<file path="src/rtl/mandel_pkg.sv">
// Shared types and field layout for the Mandelbrot configuration path.
package mandel_pkg;

  typedef enum logic [2:0] {
    IDLE,
    COLLECT,
    WAIT_FRAME,
    LOAD,
    READY
  } CFG_STATE;

  localparam int CORNER_W    = 36;
  localparam int MAXITER_W   = 10;
  localparam int RES_W       = 9;
  localparam int CORNER_LSB  = 0;
  localparam int MAXITER_LSB = 36;
  localparam int RES_LSB     = 46;
  localparam int CFG_W       = 55;

endpackage

</file>
<file path="src/rtl/mandel_cfg_loader_rise_detect.sv">
// Rising-edge detector for level strobes. The history register resets high so a
// level already asserted when reset releases is not mistaken for a new strobe.
module rise_detect (
  input  logic clk,
  input  logic n_rst,
  input  logic level,
  output logic rise
);

  logic level_q;

  always_ff @(posedge clk or negedge n_rst) begin
    if (!n_rst) begin
      level_q <= 1'b1;
    end else begin
      level_q <= level;
    end
  end

  assign rise = level & ~level_q;

endmodule

</file>
<file path="src/rtl/mandel_cfg_loader.sv">
// Assembles a render configuration from strobed bus words and commits it to the
// active registers only while the renderer is idle.
module mandel_cfg_loader
  import mandel_pkg::*;
#(
  parameter int DATA_W    = 16,
  parameter int NUM_WORDS = 4,
  parameter int TIMEOUT   = 1000
) (
  input  logic                             clk,
  input  logic                             n_rst,
  input  logic [DATA_W-1:0]                wr_data,
  input  logic                             write,
  input  logic                             abort,
  input  logic                             frame_busy,
  output logic [CORNER_W-1:0]              corner,
  output logic [MAXITER_W-1:0]             maxiter,
  output logic [RES_W-1:0]                 res,
  output logic                             new_input,
  output logic                             pending,
  output logic [$clog2(NUM_WORDS+1)-1:0]   word_cnt,
  output logic                             err_timeout,
  output logic                             err_overrun
);

  localparam int CNT_W  = $clog2(NUM_WORDS + 1);
  localparam int IDLE_W = $clog2(TIMEOUT + 1);
  localparam int SH_W   = NUM_WORDS * DATA_W;

  generate
    if (SH_W < CFG_W) begin : g_width_check
      $error("mandel_cfg_loader: NUM_WORDS*DATA_W must cover the 55-bit configuration");
    end
  endgenerate

  CFG_STATE          state, state_nxt;
  logic [IDLE_W-1:0] idle_cnt;
  logic [CFG_W-1:0]  shadow;
  logic              wr_edge;
  logic              last_word;

  logic capture, cnt_clr, idle_inc, shadow_clr, load_act;
  logic timeout_ev, overrun_ev;

  rise_detect u_write_edge (
    .clk   (clk),
    .n_rst (n_rst),
    .level (write),
    .rise  (wr_edge)
  );

  assign last_word = (word_cnt == CNT_W'(NUM_WORDS - 1));

  always_ff @(posedge clk or negedge n_rst) begin
    if (!n_rst) begin
      state <= IDLE;
    end else begin
      state <= state_nxt;
    end
  end

  always_comb begin
    state_nxt  = state;
    capture    = 1'b0;
    cnt_clr    = 1'b0;
    idle_inc   = 1'b0;
    shadow_clr = 1'b0;
    load_act   = 1'b0;
    timeout_ev = 1'b0;
    overrun_ev = 1'b0;
    case (state)
      IDLE: begin
        if (wr_edge) begin
          capture = 1'b1;
          if (last_word) begin
            state_nxt = frame_busy ? WAIT_FRAME : LOAD;
          end else begin
            state_nxt = COLLECT;
          end
        end
      end
      // Priority inside a transaction: abort, then timeout, then a new word.
      COLLECT: begin
        if (abort) begin
          cnt_clr   = 1'b1;
          state_nxt = IDLE;
        end else if (idle_cnt == IDLE_W'(TIMEOUT)) begin
          timeout_ev = 1'b1;
          cnt_clr    = 1'b1;
          shadow_clr = 1'b1;
          state_nxt  = IDLE;
        end else if (wr_edge) begin
          capture = 1'b1;
          if (last_word) begin
            state_nxt = frame_busy ? WAIT_FRAME : LOAD;
          end
        end else begin
          idle_inc = 1'b1;
        end
      end
      WAIT_FRAME: begin
        overrun_ev = wr_edge;
        if (abort) begin
          cnt_clr   = 1'b1;
          state_nxt = IDLE;
        end else if (!frame_busy) begin
          state_nxt = LOAD;
        end
      end
      LOAD: begin
        overrun_ev = wr_edge;
        load_act   = 1'b1;
        state_nxt  = READY;
      end
      READY: begin
        overrun_ev = wr_edge;
        cnt_clr    = 1'b1;
        state_nxt  = IDLE;
      end
      default: begin
        cnt_clr   = 1'b1;
        state_nxt = IDLE;
      end
    endcase
  end

  // Idle counter runs only while collecting without traffic; anything else clears it.
  always_ff @(posedge clk or negedge n_rst) begin
    if (!n_rst) begin
      idle_cnt <= '0;
    end else if (idle_inc) begin
      if (idle_cnt != IDLE_W'(TIMEOUT)) begin
        idle_cnt <= idle_cnt + IDLE_W'(1);
      end
    end else begin
      idle_cnt <= '0;
    end
  end

  always_ff @(posedge clk or negedge n_rst) begin
    if (!n_rst) begin
      word_cnt <= '0;
    end else if (cnt_clr) begin
      word_cnt <= '0;
    end else if (capture) begin
      word_cnt <= word_cnt + CNT_W'(1);
    end
  end

  // Only the bits that land inside the configuration are stored; word k owns
  // shadow bits [k*DATA_W +: DATA_W].
  always_ff @(posedge clk or negedge n_rst) begin
    if (!n_rst) begin
      shadow <= '0;
    end else if (shadow_clr) begin
      shadow <= '0;
    end else if (capture) begin
      for (int b = 0; b < CFG_W; b++) begin
        if (word_cnt == CNT_W'(b / DATA_W)) begin
          shadow[b] <= wr_data[b % DATA_W];
        end
      end
    end
  end

  always_ff @(posedge clk or negedge n_rst) begin
    if (!n_rst) begin
      corner  <= '0;
      maxiter <= '0;
      res     <= '0;
    end else if (load_act) begin
      corner  <= shadow[CORNER_LSB +: CORNER_W];
      maxiter <= shadow[MAXITER_LSB +: MAXITER_W];
      res     <= shadow[RES_LSB +: RES_W];
    end
  end

  always_ff @(posedge clk or negedge n_rst) begin
    if (!n_rst) begin
      err_timeout <= 1'b0;
      err_overrun <= 1'b0;
    end else begin
      err_timeout <= timeout_ev;
      err_overrun <= overrun_ev;
    end
  end

  assign new_input = (state == READY);
  assign pending   = (state != IDLE);

endmodule
</file>
<file path="config.mk">
export PLATFORM = sky130hd
export DESIGN_NAME = mandel_cfg_loader
export DESIGN_NICKNAME = d
export VERILOG_FILES = /design/src/rtl/mandel_pkg.sv /design/src/rtl/mandel_cfg_loader_rise_detect.sv /design/src/rtl/mandel_cfg_loader.sv
export SDC_FILE = /design/constraint.sdc
export NUM_CORES = 1
export LEC_CHECK = 0
export ABC_AREA = 1
export CAP_MARGIN = 30
export CORE_AREA = 2 2 129 131
export CTS_CLUSTER_SIZE = 16
export DETAILED_ROUTE_END_ITERATION = 10
export DIE_AREA = 0 0 131 133
export PLACE_DENSITY_LB_ADDON = 0.12
export RECOVER_POWER = 25
export SLEW_MARGIN = 20
export SYNTH_ARGS = -nofsm -noshare
export SYNTH_HDL_FRONTEND = slang
export SYNTH_SLANG_ARGS = --single-unit
</file>
<file path="constraint.sdc">
create_clock -name clk -period 4.7 [get_ports clk]
set_input_delay 0.705 -clock clk [delete_from_list [all_inputs] [get_ports clk]]
set_output_delay 0.705 -clock clk [all_outputs]
set_load 0.02 [all_outputs]
</file>
# After elaboration in Yosys (flattened, before gate mapping)
# Index checks and enable logic that the tools add are counted.
# totals
register_bits	129
in_bits	21
# op_classes
n_bitwise	2
n_reduce_logical	16
add_sub_neg	2
eq_ne	14
mux	87
# ops
operator	count
55-bit two-way mux	2
1-bit two-way mux	70
3-bit two-way mux	9
10-bit two-way mux	2
3-bit by 2-bit equality test with 1-bit output (second input constant)	4
3-bit one-hot mux with 4 select lines	1
2-bit nonzero test	6
10-bit by 1-bit adder with 10-bit output (second input constant)	1
10-bit equality test (second input constant)	1
10-bit != test (second input constant)	1
2-bit AND reduction	4
3-bit by 1-bit equality test with 1-bit output (second input constant)	2
3-bit zero test	2
2-bit by 1-bit != test with 1-bit output (second input constant)	2
4-bit by 3-bit != test with 1-bit output (second input constant)	1
4-bit != test (second input constant)	1
4-bit AND reduction	1
3-bit by 1-bit adder with 3-bit output (second input constant)	1
3-bit equality test (second input constant)	1
3-bit != test (second input constant)	1
1-bit one-hot mux with 3 select lines	1
3-bit nonzero test	1
3-bit OR reduction	1
2-bit two-way mux	1
4 further kinds	4

# Depth between registers and ports, before layout
# logic_depth
depth_word	8
depth_mapped	11

# Hierarchy
# A second synthesis with hierarchy kept.
# hier_totals
hier_cells	647
hier_area_um2	5637.9
# modules_own_cells
module	instances	area_per_inst_um2	cells_each
mandel_cfg_loader	1	5601.6	644
rise_detect	1	36.3	3

# Worst setup path after synthesis
# No wires, ideal clock.
# synth_path
kind	input to register
startpoint	input port write
endpoint	register shadow[0]
path_buffers	2
path_slack_ps	3015
path_stages	8
required_time_ps	4634
t_arrival_ps	1619
path_cell_list	inv_1 -> nor2_4 -> inv_1 -> a21oi_4 -> buf_6 -> buf_6 -> nand3_1 -> nand2_1
# synth_between
elab_chain_len	7
# synth_rtl
element	line_no	text
from (decl)	mandel_cfg_loader.sv:13	input logic write,
1-bit AND (*)	mandel_cfg_loader_rise_detect.sv:20	assign rise = level & ~level_q;
1-bit two-way mux (*)	mandel_cfg_loader.sv:73, mandel_cfg_loader.sv:92	
1-bit two-way mux	mandel_cfg_loader.sv:87	end else if (idle_cnt == IDLE_W'(TIMEOUT)) begin
1-bit two-way mux	mandel_cfg_loader.sv:84	if (abort) begin
1-bit one-hot mux with 2 select lines (*)	mandel_cfg_loader.sv:71	case (state)
2-bit nonzero test (no source line) (*)	--	
2-bit AND reduction (no source line) (*)	--	
to (signal, indexed assignment)	mandel_cfg_loader.sv:160	shadow[b] <= wr_data[b % DATA_W];
to (decl)	mandel_cfg_loader.sv:38	logic [CFG_W-1:0] shadow;
# Mark *: on every way between the ends. The rest lies on a longest branch, timed or not.
# A chain may end at the register's enable or synchronous reset.

# Worst setup path in the final report
# layout_path
startpoint	register state[2]
endpoint	output port pending
# layout_between
elab_chain_len	1
# layout_rtl
element	line_no	text
from (decl)	mandel_cfg_loader.sv:36	CFG_STATE state, state_nxt;
from (signal assigned)	mandel_cfg_loader.sv:58	state <= state_nxt;
3-bit nonzero test	mandel_cfg_loader.sv:189	assign pending = (state != IDLE);
to (decl)	mandel_cfg_loader.sv:20	output logic pending,
# Every way passes these cells.

==> qor.yml <==
logic_synthesis:
  synth.ff_latch_count: 129
  seq_area_frac_synth_pct: 56.8
  synthCells: 650
  synth_area_um2: 5690
  synth.avg_cell_area_um2: 8.75
  synth_area_leaders: "dfrtp_1, nand2_1, nand3_1, inv_1, buf_6"
  synthDistinctLibCells: 30
  synth.largest_area_cell: "dfrtp_1"
  yosysWarnings: 0
  syn_nets: 678
  synth_top_area_share_pct: 56.3
placement:
  dp_hpwl_um: 9280
  portBuffers: 82
  placed_area_um2: 6610
  gp_congestion: 0.802
routing:
  num_vias: 4450
  antenna_left: 0
  routed_via_density: 4.65
  wirelength_um: 14100
  drtPass1Iterations: 5
  drc_errors: 0
  avgRoutedWirePerCell_um: 14.8
  drtIter0Drc: 272
die:
  core.rowCount: 47
  io_pins: 83
  die_area_um2: 17400
  die_w_um: 131
  initial_core_util_pct: 35.2
  die_h_um: 133
  core-area_um2: 16200
worst_setup_path:
  crit_chain: "inv_1 -> nand2_1 -> clkdlybuf4s50_1"
  worstPathArrival_ns: 1.94
  path_max_fanout: 5
  crit_path_max_incr_delay_ns: 0.68
  slowest_stage: "clkdlybuf4s50_1"
  worstPathRequired_ns: 3.99
  end_kind: "output pin"
  startpoint_type: "register"
  crit_type: "reg -> out"
  cp_num_buf_inv: 2
  path_delay_family: "buffers and inverters"
sta:
  rsz0062_at_grt: "false"
  relSlewSlack_pct: 42.7
  clock_skew_ns: 0.0102
  min_period_ns: 2.65
  setup-tns-final_ns: 0
  setup_viol_count_final: 0
  period_share_pct: 56.3
  hold_violations: 0
  slew_viol_final: 0
  max_freq_mhz: 378
  worst_slew_pin_slew_ns: 0.859
finish:
  fillers: 1596
  layout-drive-gt1-share_pct: 7.18
  final_cell_mix: "nand2_1, dfrtp_1, nand3_1, clkdlybuf4s50_1, inv_1"
  antenna_cells: 0
  area_delta_synth_final_pct: 27.0
  fin_nets: 753
  final_area_um2: 7230
  layout_commonest_cell: "nand2_1"
global_route:
  grt_max_degree: 67
  grt_pass1_wl_um: 23400
  antenna_found_initial: 0
  globalRouteTotalUtil_pct: 17.5
  grt_overflow: 0
  grt_pass1_vias: 4557
outcome:
  status: "finished, final reports clean"
cts:
  clk_pin_slew_ns: 0.05
  clockBufferDepth: 2
  cts_setup_buffers: 0
  cts_tree: "yes"
  ctsResizeCount: 0
  clk_latency_ns: 0.42
  clock-root-buffer: "clkbuf_16"
  htree_levels: 4
  numCtsBuffers: 17
  hold_buffers: 0
  clkSinkCount: 129
worst_hold_path:
  hold_path.class: "in -> async"
power:
  peakVddDrop_uv: 300
  p_total_w: 0.00476
  leakagePower_nw: 3.64
  p_per_area_nw_per_um2: 659
run:
  max_cap_viol_count: 0
==> stage by stage <==
stage	instances	hold WS, ns	util [%]	setup WS [ns]
detailed placement	925	0.458	40.9	1.74
global placement	925	0.459	40.9	1.80
global route	958	0.443	44.7	1.93
CTS	957	0.411	44.6	2.05
finish	958	0.385	44.7	2.05
floorplan	650	0.409	-	3.01
==> cell usage after synthesis <==
cell type,number
o211ai_1,1
inv_1,42
nand3_4,4
inv_2,1
xor2_1,2
buf_1,1
nor2_4,2
nor2_1,37
buf_2,8
dfrtp_1,128
nand2_1,245
or2_2,1
buf_6,13
o21bai_1,1
nor3_4,1
a21oi_4,1
clkbuf_1,10
nand3b_4,1
ha_1,7
a21oi_1,6
nand2_4,2
buf_4,1
dfstp_2,1
nor3b_1,2
nor2_2,1
nor3_1,5
o21ai_0,3
nand3_1,121
o21a_1,1
nor4_1,1
==> where the power goes <==
group / internal (W) / switching (W)
clock: 0.000837 / 0.000486
combinational: 0.000663 / 0.000983
sequential: 0.00153 / 0.000260
==> state kept, by name, summed over array words and instances, names as in the netlist <==
signal	flops
corner	36
err_overrun	1
err_timeout	1
idle_cnt	10
maxiter	10
res	9
shadow	55
state	3
u_write_edge.level_q	1
word_cnt	3
==> cells by family (layout without fill, tap and decap cells) <==
family	after synthesis	count (layout)	synth area share, %
buffers and inverters	76	164	6.97
and+or+nand+nor	423	423	32.9
adders and majority gates	7	7	1.54
xor gates and xnor gates	2	2	0.308
AOI/OAI and AO/OA	13	13	1.47
DFF	129	129	56.8
==> layout make-up <==
cell class	instances	area, um^2	area share [%]
Clock buffer	24	492	6.80
Clock inverter	8	103	1.42
Multi-Input combinational cell	445	2070	28.7
Inverter	43	161	2.23
Tap cell	220	275	3.81
Timing Repair Buffer	89	896	12.4
Sequential cell	129	3230	44.7
==> metal layers <==
metal | up-vias | part of all wire [%] | global-route usage [%]
met3 | 8 | 4.6 | 4.37
met1 | 2143 | 47 | 24.5
met5 | - | 0 | 0
met2 | 91 | 47 | 26.3
li1 | 2208 | - | -
met4 | 0 | 0.60 | 6.03
==> path summary, 6_finish.rpt <==
path                               end  slack [ns]         from  depth (start not counted)
max                            pending        2.05     state[2]                          3
min                        idle_cnt[3]        0.39        n_rst                          1
max reg2reg                 shadow[25]        2.33  idle_cnt[0]                         10
min reg2reg                 corner[32]        0.47   corner[32]                          2
max in group asynchronous   shadow[45]        3.47        n_rst                          2
min in group clk            corner[32]        0.47   corner[32]                          2
(Power assumes the default switching activity.)
